`config.mk`:
```
export PLATFORM = sky130hd
export DESIGN_NAME = fetch_unit
export DESIGN_NICKNAME = d
export VERILOG_FILES = /design/src/rtl/cpu_defs_pkg.sv /design/src/rtl/fetch_unit.sv
export SDC_FILE = /design/constraint.sdc
export NUM_CORES = 1
export LEC_CHECK = 0
export CORE_ASPECT_RATIO = 1.2
export CORE_UTILIZATION = 53
export DETAILED_ROUTE_END_ITERATION = 10
export DONT_BUFFER_PORTS = 1
export HOLD_SLACK_MARGIN = 0.02
export PLACE_DENSITY = 0.75
export REMOVE_ABC_BUFFERS = 1
export SKIP_LAST_GASP = 1
export SLEW_MARGIN = 20
export SYNTH_ARGS = -nofsm -noshare
export SYNTH_HDL_FRONTEND = slang
export SYNTH_SLANG_ARGS = --single-unit
```
`constraint.sdc`:
```
create_clock -name clk -period 5.7 [get_ports clk]
set_input_delay 0.285 -clock clk [delete_from_list [all_inputs] [get_ports clk]]
set_output_delay 0.285 -clock clk [all_outputs]
set_load 0.005 [all_outputs]
```
`src/rtl/cpu_defs_pkg.sv`:
```
// Shared CPU definitions: boot/exception vectors, the fetch-to-decode record
// and the fetch state encoding.
package cpu_defs_pkg;

  localparam logic [31:0] CPU_RESET_PC   = 32'hBFC00000;
  localparam logic [31:0] CPU_EXC_VECTOR = 32'hBFC00380;

  typedef struct packed {
    logic [31:0] pc;
    logic [31:0] instr;
    logic        addr_err_if;
    logic        in_delay_slot;
    logic        is_instr;
  } dp_ftod;

  typedef enum logic [1:0] {
    StReq,
    StWait,
    StFull,
    StKill
  } fetch_state_e;

  // An empty fetch-to-decode slot: decode sees a NOP with no flags set.
  function automatic dp_ftod ftod_empty(input logic [31:0] nop_instr);
    dp_ftod r;
    r.pc            = 32'h0;
    r.instr         = nop_instr;
    r.addr_err_if   = 1'b0;
    r.in_delay_slot = 1'b0;
    r.is_instr      = 1'b0;
    return r;
  endfunction

endpackage

```
`src/rtl/fetch_unit.sv`:
```
// Instruction-fetch stage: fetch PC, single-outstanding SRAM-like request FSM and the
// registered fetch-to-decode record. Define FETCH_PERF_CNT_EN to enable fetch_stall_cnt.
module fetch_unit
  import cpu_defs_pkg::*;
#(
  parameter logic [31:0] RESET_PC  = CPU_RESET_PC,
  parameter logic [31:0] NOP_INSTR = 32'h00000000
) (
  input  logic        clk,
  input  logic        resetn,
  input  logic [31:0] f_nextpc,
  input  logic        f_indelayslot,
  input  logic        d_stall,
  input  logic        flush,
  input  logic [31:0] inst_rdata,
  input  logic        inst_addr_ok,
  input  logic        inst_data_ok,
  output logic        inst_req,
  output logic        inst_wr,
  output logic [1:0]  inst_size,
  output logic [31:0] inst_addr,
  output logic [31:0] inst_wdata,
  output logic [31:0] f_nowpc,
  output dp_ftod      ftod,
  output logic [31:0] fetch_stall_cnt
);

  fetch_state_e state_q, state_d;
  logic [31:0]  pc_q, pc_d;
  logic         dly_q, dly_d;
  logic [31:0]  buf_instr_q, buf_instr_d;
  logic         buf_err_q, buf_err_d;
  dp_ftod       ftod_q, ftod_d;

  logic         slot_free;
  logic         pc_misaligned;
  logic         xfer;
  logic [31:0]  xfer_instr;
  logic         xfer_err;

  assign slot_free     = !ftod_q.is_instr || !d_stall;
  assign pc_misaligned = (pc_q[1:0] != 2'b00);

  assign inst_wr    = 1'b0;
  assign inst_size  = 2'b10;
  assign inst_wdata = 32'h0;
  assign inst_addr  = pc_q;
  assign f_nowpc    = pc_q;
  assign ftod       = ftod_q;

  always_comb begin
    state_d     = state_q;
    pc_d        = pc_q;
    dly_d       = dly_q;
    buf_instr_d = buf_instr_q;
    buf_err_d   = buf_err_q;
    ftod_d      = ftod_q;
    inst_req    = 1'b0;
    xfer        = 1'b0;
    xfer_instr  = buf_instr_q;
    xfer_err    = buf_err_q;

    unique case (state_q)
      StReq: begin
        // A misaligned PC never reaches memory; the error rides a NOP into decode.
        if (pc_misaligned) begin
          state_d     = StFull;
          buf_instr_d = NOP_INSTR;
          buf_err_d   = 1'b1;
        end else begin
          inst_req = 1'b1;
          if (inst_addr_ok) state_d = StWait;
        end
      end
      StWait: begin
        if (inst_data_ok) begin
          if (slot_free) begin
            xfer       = 1'b1;
            xfer_instr = inst_rdata;
            xfer_err   = 1'b0;
          end else begin
            state_d     = StFull;
            buf_instr_d = inst_rdata;
            buf_err_d   = 1'b0;
          end
        end
      end
      StFull: xfer = slot_free;
      StKill: if (inst_data_ok) state_d = StReq;
      default: state_d = StReq;
    endcase

    if (flush) begin
      ftod_d      = ftod_empty(NOP_INSTR);
      pc_d        = f_nextpc;
      dly_d       = 1'b0;
      buf_instr_d = NOP_INSTR;
      buf_err_d   = 1'b0;
      // An accepted but unanswered request must be drained before refetching.
      unique case (state_q)
        StReq:   state_d = (!pc_misaligned && inst_addr_ok) ? StKill : StReq;
        StWait:  state_d = inst_data_ok ? StReq : StKill;
        StKill:  state_d = inst_data_ok ? StReq : StKill;
        default: state_d = StReq;
      endcase
    end else if (xfer) begin
      ftod_d.pc            = pc_q;
      ftod_d.instr         = xfer_instr;
      ftod_d.addr_err_if   = xfer_err;
      ftod_d.in_delay_slot = dly_q;
      ftod_d.is_instr      = 1'b1;
      pc_d                 = f_nextpc;
      dly_d                = f_indelayslot;
      state_d              = StReq;
    end else if (slot_free) begin
      ftod_d = ftod_empty(NOP_INSTR);
    end
  end

  always_ff @(posedge clk or negedge resetn) begin
    if (!resetn) begin
      state_q     <= StReq;
      pc_q        <= RESET_PC;
      dly_q       <= 1'b0;
      buf_instr_q <= NOP_INSTR;
      buf_err_q   <= 1'b0;
      ftod_q      <= ftod_empty(NOP_INSTR);
    end else begin
      state_q     <= state_d;
      pc_q        <= pc_d;
      dly_q       <= dly_d;
      buf_instr_q <= buf_instr_d;
      buf_err_q   <= buf_err_d;
      ftod_q      <= ftod_d;
    end
  end

`ifdef FETCH_PERF_CNT_EN
  logic [31:0] cnt_q;
  logic        stall_cycle;

  assign stall_cycle = ((state_q == StReq) && !inst_addr_ok) ||
                       (((state_q == StWait) || (state_q == StKill)) && !inst_data_ok);

  always_ff @(posedge clk or negedge resetn) begin
    if (!resetn) begin
      cnt_q <= 32'h0;
    end else if (stall_cycle) begin
      cnt_q <= cnt_q + 32'd1;
    end
  end

  assign fetch_stall_cnt = cnt_q;
`else
  assign fetch_stall_cnt = 32'h0;
`endif

endmodule

```
==> results.cfg, run 1 <==
[outcome]
status = finished, final reports clean

[worst_setup_path]
critical_path.cell_chain = inv_1 > ha_1 > a21oi_4 > o21ba_2 > mux2_2
critical_path_class = reg2reg
cpPeakStageDelay_ns = 0.84
rr_startpoint = state_q[1]
cp-start-kind = flip-flop
r2r_slack_ns = 3.15
cpMaxStageDelayCell = o21ba_2
worstPathArrival_ns = 2.84
required_ns = 5.99
rr_worst_depth = 5
reg2reg_to = f_nowpc[3]
end_kind = flip-flop
cp_num_buf_inv = 1
cp_max_fo = 34
crit_family = compound AO/OA/AOI/OAI gates

[final_layout]
syn2layout_area_growth_pct = 12.3
finalNetCount = 670
n_fill_cell = 943
multi_input_area_um2 = 2370
drive_above_1_share_pct = 15.0
sequential_cell_area_um2 = 3390
post-route-util_pct = 61.2
fin_area_um2 = 7440

[placement]
dp_hpwl_um = 8740
place_worst_setup_slack_ns = 3.08
io_buffer_count = 0
gp_congestion = 0.804
placed_cell_area_um2 = 6110

[floorplan]
die_w_um = 104
start_util_pct = 54.5
core_um2 = 12200
rows = 44
boundaryPins = 270
die_height_um = 124
dieArea_um2 = 13000

[global_route]
grt_pass1_vias = 4216
antenna_found_initial = 0
track_usage_pct = 22.0
grt_first_pass_wirelength_um = 22300
grt_max_degree = 136
globalRoute.totalOverflow = 0

[logic_synthesis]
avgSynthCellArea_um2 = 11.6
yosysMostFrequentCell = dfrtp_1
async_reset_ff_share_pct = 100
ys_seq_area_share_pct = 51.2
synth.distinct_cells = 43
synth_area_leader_cell = dfrtp_1
synthCells = 572
ys_top_cells_by_area = dfrtp_1 (48%), buf_4 (12%), mux2i_1 (10%)
synth_top_area_share_pct = 47.6
yosys_warnings = 0
synth-edff-count = 0
synthFlopType = dfrtp_1
ys_seq_elements = 135
ys_top_cells_by_count = dfrtp_1 (126), buf_4 (104), mux2i_1 (67)
syn_area_um2 = 6630

[sta]
post-route-min-period_ns = 2.55
clock-skew-final_ns = 0.00907
finalSetupViolCount = 0
period_share_pct = 44.8
rsz0062_at_grt = no
hold_violations = 0
max_freq_mhz = 392
worst_slew_pin_slew_ns = 1.03
relSlewSlack_pct = 31.5
setup_tns_ns = 0
maxSlewViolCount = 0
setup_slack_ns = 3.15

[power_and_ir_drop]
p_sw_mw = 0.998
clock_power_share_pct = 37.9
internal-power_mw = 2.26
leakage_nw = 3.29
powerDensity_nw_per_um2 = 438
power.total_mw = 3.26
power_frac_comb_pct = 21.7
power.share.sequential_pct = 40.4
netSwitchingFraction_pct = 30.6
ir_worst_vdd_mv = 0.261

[detailed_routing]
avgViaCountPerCell = 5.19
via_count = 3984
drt_iter0_markers = 150
drt-pass1-iter-count = 4
drt-total-wl_um = 13900
wire_per_inst_um = 18.1
ant_nets = 0
drcViolationCount = 0

[clock_tree]
cts-htree-levels = 4
clk_latency_ns = 0.41
cts_tree = built
clockBufferDepth = 2
cts_num_sinks = 135
cts_buffers = 17
cts_resized = 0
root_buffer = clkbuf_16
clk_pin_slew_worst_paths_ns = 0.06

[min_path]
min_path_cells = 2
min_path_type = in2reg
min_from = inst_rdata[24]
hold-path-endpoint = buf_instr_q[24]

[run]
maxCapViolCount = 0
[placed cells by master, fill, tap and decap left out, types with 3 or more instances in the layout]
cell	instances
a22o_1	32
nor2_1	6
a21oi_1	5
buf_4	3
bufinv_16	5
mux2_4	8
mux2i_1	67
mux2_2	24
inv_1	35
clkbuf_16	17
nand2_1	66
dfrtp_1	126
o21ai_0	32
ha_1	6
conb_1	67
clkinv_4	5
dfstp_2	9
dlygate4sd3_1	61
[sequential cells by signal, indices dropped and copies added, names as in the netlist]
signal / cells
buf_err_q: 1
buf_instr_q: 32
dly_q: 1
f_nowpc: 32
ftod: 67
state_q: 2
[power groups by stage]
stage | Clock (mW) | Combinational (mW) | Sequential [mW]
after global placement | 0 | 0.610 | 1.33
after global routing | 1.29 | 0.772 | 1.34
after CTS | 1.25 | 0.702 | 1.32
after floorplan | 0 | 0.526 | 1.26
after detailed placement | 0 | 0.644 | 1.33
final | 1.23 | 0.707 | 1.32
[metrics by stage]
step / cells / hold slack, ns
after floorplan: 508 / -0.0106
after global placement: 672 / -0.00823
after detailed placement: 672 / -0.00825
after CTS: 766 / 0.0211
after global routing: 767 / 0.0216
final: 768 / 0.0291
[worst max-delay path by stage]
stage	cells past startpoint	start	to	slack, ns
finish	5	state_q[1]	f_nowpc[3]	3.15
global placement	6	state_q[0]	buf_instr_q[6]	3.27
floorplan	3	ftod[0]	ftod[1]	2.79
CTS	6	state_q[0]	buf_instr_q[24]	3.06
global route	5	state_q[1]	f_nowpc[13]	2.98
detailed placement	6	state_q[0]	buf_instr_q[0]	3.08
[cells by family (layout without fill, tap and decap cells)]
logic type               Yosys count  count (layout)  synth area share [%]
flip-flops                       135             135                  51.2
other                              2              68                 0.113
multiplexers                      99              99                  16.0
AND/OR/NAND/NOR                   86              86                  5.78
adder cells (fa/ha/maj)            6               6                  1.13
AO/OA/AOI/OAI                     80              80                  8.76
buffers and inverters            164             133                  17.1
[cell type report]
cell class | instances | area share, %
Multi-Input combinational cell | 338 | 31.8
Inverter | 35 | 1.76
Clock buffer | 19 | 6.08
Tap cell | 161 | 2.71
Timing Repair Buffer | 66 | 9.14
Clock inverter | 13 | 2.94
Sequential cell | 135 | 45.5
Antenna cell | 1 | 0.0336
[worst reg2reg max path, delay by kind of cell, from the launching register on]
family / cells / cell delay (ns)
buffers and inverters: 1 / 0.11
AO/OA/AOI/OAI: 2 / 1.09
multiplexers: 1 / 0.47
adder cells (fa/ha/maj): 1 / 0.33
flip-flops: 1 / 0.43
[timing repair]
action | 4_1_cts | 5_1_grt
buffers inserted | 0 | 0
endpoints found under the hold margin | 198 | 0
hold buffers | 62 | 0
[per-layer routing]
layer  wire (um)  up-vias  GRT usage [%]
met5           0        -              0
met4         240        0           7.98
met3        1170       18           7.22
met2        6900      190           36.9
met1        5590     1988           26.4
li1            -     1788              -
(Power assumes the default switching activity.)
==> run 2: changes to the inputs <==
==> constraint.sdc (replaced) <==
create_clock -name clk -period 2.6 [get_ports clk]
set_input_delay 0.13 -clock clk [delete_from_list [all_inputs] [get_ports clk]]
set_output_delay 0.13 -clock clk [all_outputs]
set_load 0.005 [all_outputs]
==> run 2 against run 1 <==
  * The flow now finishes with violations (negative hold slack)
  * Register-to-register slack worse by 2.9 ns
  * Count of clock-buffer cells in the layout is 1 lower
  * Non-clock buffer count is 8 higher
  * First-iteration DRC count is 52% higher
  * Hold slack worse by 0.61 ns
  * Global-route usage is 0.84 points higher
  * Critical path depth is 2 higher
  * Cell count is 0.91% higher
  * Wire length is 3.1% higher
  * Design area is 1.1% higher
==> results.cfg, run 2 (synthesis gave the netlist of run 1 again) <==
[floorplan]
boundaryPins = 270
dieArea_um2 = 13000
start_util_pct = 54.5
core_um2 = 12200
die_height_um = 124
die_w_um = 104
rows = 44

[final_layout]
final_cell_mix = dfrtp_1 (126), mux2i_1 (67), conb_1 (67), dlygate4sd3_1 (67), nand2_1 (66)
largest_reg_flops = 67
syn2layout_area_growth_pct = 13.6
finalNetCount = 678
fin_cells = 775
layout_commonest_cell = dfrtp_1
n_fill_cell = 939
drive_above_1_share_pct = 15.0
multi_input_area_um2 = 2370
sequential_cell_area_um2 = 3390
post-route-util_pct = 61.9
num_antenna_cells = 0

[worst_setup_path]
rr_startpoint = state_q[1]
reg2reg_to = dly_q
worstPathArrival_ns = 2.69
critical_path_class = reg2reg
cp-start-kind = flip-flop
cp_max_fo = 9
r2r_slack_ns = 0.20
rr_worst_depth = 7
required_ns = 2.89
end_kind = flip-flop

[clock_tree]
cts_setup_buffers = 0
root_buffer = clkbuf_16
cts_resized = 0
clockBufferDepth = 2
cts_tree = built
postCtsHoldBufs = 67
clk_pin_slew_worst_paths_ns = 0.06
clk_latency_ns = 0.41
cts-htree-levels = 4
cts_buffers = 17
cts_num_sinks = 135

[global_route]
grt_pass1_vias = 4368
antenna_found_initial = 0
globalRoute.totalOverflow = 0
grt_first_pass_wirelength_um = 23100
track_usage_pct = 22.8
grt_max_degree = 136

[min_path]
min_path_type = in2async

[power_and_ir_drop]
ir_worst_vdd_mv = 0.509
powerDensity_nw_per_um2 = 960
leakage_nw = 3.33

[detailed_routing]
ant_nets = 0
drt-pass1-iter-count = 5
avgViaCountPerCell = 5.25
drt_iter0_markers = 228
via_count = 4071
drcViolationCount = 0
wire_per_inst_um = 18.5
drt-total-wl_um = 14300

[sta]
period_share_pct = 92.2
clock-skew-final_ns = 0.0151
finalSetupViolCount = 0
hold_violations = 135
holdWs_ns = -0.585
maxSlewViolCount = 0
post-route-min-period_ns = 2.40
rsz0062_at_grt = no
max_freq_mhz = 417

[placement]
dp_hpwl_um = 9000
io_buffer_count = 0
gp_congestion = 0.770
place_inst = 676

[run]
maxCapViolCount = 0

[outcome]
violations = negative hold slack
status = complete, but fails checks
## run 2: report_power, final
group | switching, mW | internal [mW]
clock | 0.942 | 1.81
sequential | 0.438 | 2.45
combinational | 0.821 | 0.763
## run 2: critical path, cell delays in order, from the launching register on
cell	delay, ns
dfrtp_1	0.44
inv_1	0.14
ha_1	0.40
a21oi_4	0.13
nor2_1	0.33
mux2i_1	0.24
nor2_1	0.05
dlygate4sd3_1	0.55
## run 2: worst max-delay path by stage
stage | endpoint | slack [ns] | cells after the start | startpoint
finish | dly_q | 0.20 | 7 | state_q[1]
global route | dly_q | 0.06 | 7 | state_q[1]
CTS | dly_q | 0.22 | 7 | state_q[1]
detailed placement | buf_instr_q[0] | 0.56 | 7 | state_q[0]
global placement | f_nowpc[3] | 0.66 | 6 | state_q[1]
floorplan | ftod[1] | -0.31 | 3 | ftod[0]
## run 2: cell type report
cell class | instances | share of cell area [%]
clock inverter | 14 | 3.29
inverter | 35 | 1.75
clock buffer | 18 | 5.70
sequential | 135 | 45.0
multi-input combinational | 338 | 31.4
timing repair buffer | 74 | 10.1
tap | 161 | 2.68
## run 2: metal layers
layer  up-vias  global-route usage, %  routed length (um)
met3        15                   7.43                1130
met4         0                   8.74                 174
met1      2051                   26.5                5750
li1       1804                      -                   -
met2       201                   39.1                7260
met5         -                      0                   0
## run 2: through the flow
step / area, um2 / setup TNS (ns) / hold WS (ns) / power (mW) / setup WS (ns)
floorplan: 5870 / -16.46 / -0.166 / 3.92 / -0.312
global placement: 6180 / 0 / -0.163 / 4.32 / 0.658
detailed placement: 6180 / 0 / -0.163 / 4.40 / 0.565
CTS: 7530 / 0 / -0.602 / 7.26 / 0.225
global route: 7530 / 0 / -0.607 / 7.53 / 0.0564
finish: 7530 / 0 / -0.585 / 7.23 / 0.204
==> run 3: changes to the inputs <==
--- a/config.mk
+++ b/config.mk
@@ -6,11 +6,11 @@
 export NUM_CORES = 1
 export LEC_CHECK = 0
 export CORE_ASPECT_RATIO = 1.2
-export CORE_UTILIZATION = 53
+export CORE_UTILIZATION = 45
 export DETAILED_ROUTE_END_ITERATION = 10
 export DONT_BUFFER_PORTS = 1
 export HOLD_SLACK_MARGIN = 0.02
-export PLACE_DENSITY = 0.75
+export PLACE_DENSITY = 0.67
 export REMOVE_ABC_BUFFERS = 1
 export SKIP_LAST_GASP = 1
 export SLEW_MARGIN = 20
==> constraint.sdc (replaced) <==
create_clock -name clk -period 2.6 [get_ports clk]
set_input_delay 0.39 -clock clk [delete_from_list [all_inputs] [get_ports clk]]
set_output_delay 0.39 -clock clk [all_outputs]
set_load 0.005 [all_outputs]
==> run 3 against run 2 <==
  * The run still ends with negative hold slack left
  * Hold slack improved by 0.26 ns
  * Count of clock-buffer cells in the layout down 1
  * Power is 5.7% lower
  * Fmax up 15%
  * Register-to-register slack better by 0.32 ns
  * First-iteration DRC count fell by 50%
  * Highest routed layer unchanged
==> results.cfg, run 3 (synthesis gave the netlist of run 1 again) <==
[sta]
finalSetupViolCount = 0
post-route-min-period_ns = 2.08
maxSlewViolCount = 0
holdWs_ns = -0.326
rsz0062_at_grt = no
period_share_pct = 79.8
clock-skew-final_ns = 0.00745
hold_violations = 135
max_freq_mhz = 482

[clock_tree]
cts-htree-levels = 4
cts_num_sinks = 135
clk_latency_ns = 0.41
cts_resized = 0
cts_tree = built
root_buffer = clkbuf_16
clockBufferDepth = 2
clk_pin_slew_worst_paths_ns = 0.06
cts_buffers = 17

[floorplan]
boundaryPins = 270
start_util_pct = 46.2
dieArea_um2 = 15200
die_w_um = 113
die_height_um = 135
rows = 48
core_um2 = 14400

[detailed_routing]
avgViaCountPerCell = 5.12
drt-total-wl_um = 12900
ant_nets = 0
drcViolationCount = 0
drt_iter0_markers = 115
drt-pass1-iter-count = 4
via_count = 3708
wire_per_inst_um = 17.8

[power_and_ir_drop]
powerDensity_nw_per_um2 = 998
leakage_nw = 3.04
power.total_mw = 6.82
ir_worst_vdd_mv = 0.569

[global_route]
antenna_found_initial = 0
use_met2_pct = 28.6
grt_pass1_vias = 3767
grt_max_degree = 136
met3_usage_pct = 7.68
grt-busiest-layer = met2
grt_first_pass_wirelength_um = 20100
grtUsageMet1_pct = 19.5
globalRoute.totalOverflow = 0
track_usage_pct = 17.2

[final_layout]
syn2layout_area_growth_pct = 3.12
layout_commonest_cell = dfrtp_1
finalNetCount = 613
num_antenna_cells = 0
largest_reg_flops = 67
drive_above_1_share_pct = 16.9
final_cell_mix = dfrtp_1 (126), mux2i_1 (67), conb_1 (67), nand2_1 (66), inv_1 (35)
fin_cells = 724

[run]
maxCapViolCount = 0

[outcome]
violations = negative hold slack
status = complete, but fails checks

[worst_setup_path]
required_ns = 2.90
cp_max_fo = 34
end_kind = flip-flop
cp-start-kind = flip-flop
worstPathArrival_ns = 2.37
critical_path_class = reg2reg

[placement]
io_buffer_count = 0
place_inst = 690
gp_congestion = 0.718
dp_hpwl_um = 8680

[min_path]
min_path_type = in2async
run 3: what timing repair did:
item,4_1_cts,5_1_grt
hold buffers,1,1
buffers inserted,0,0
endpoints found under the hold margin,137,136
run 3: area by class of cell:
type,instances,area (um2)
Inverter,35,131
Clock buffer,17,425
Clock inverter,15,190
Tap cell,175,219
Fill cell,1327,7520
Sequential cell,135,3390
Timing Repair Buffer,9,110
Multi-Input combinational cell,338,2370
run 3: report_power, final:
group	leakage [nW]	internal, mW	switching [mW]
registers	1.79	2.45	0.424
logic	0.941	0.692	0.759
clock network	0.305	1.53	0.958
run 3: metal layers:
layer,vias up,wire length (um)
li1,1677,-
met1,1836,5060
met2,183,6420
met3,12,1250
met4,0,133
met5,-,0
run 3: final timing paths:
check / end / slack [ns] / depth (start not counted) / startpoint
setup / recovery: f_nowpc[3] / 0.52 / 6 / state_q[1]
hold / removal: ftod[24] / -0.33 / 0 / resetn
setup reg to reg: f_nowpc[3] / 0.52 / 6 / state_q[1]
hold reg to reg: ftod[25] / 0.50 / 2 / ftod[25]
max in group asynchronous: f_nowpc[31] / 2.62 / 0 / resetn
min in group clk: ftod[0] / 0.10 / 1 / flush
run 3: through the flow:
stage	hold slack (ns)	setup slack [ns]	instance area [um2]	util, %	TNS [ns]
final	-0.326	0.525	6830	47.6	0
after floorplan	0.0944	-0.312	5870	-	-16.46
after global routing	-0.356	0.424	6830	47.6	0
after detailed placement	0.0969	0.535	6200	43.2	0
after CTS	-0.351	0.517	6820	47.5	0
after global placement	0.0969	0.657	6200	43.2	0
run 3: worst max-delay path, stage by stage (launching register included):
cell     delay (ns)
dfrtp_1        0.44
inv_1          0.11
ha_1           0.33
a21oi_4        0.26
o21ba_2        0.21
buf_12         0.21
mux2_2         0.36
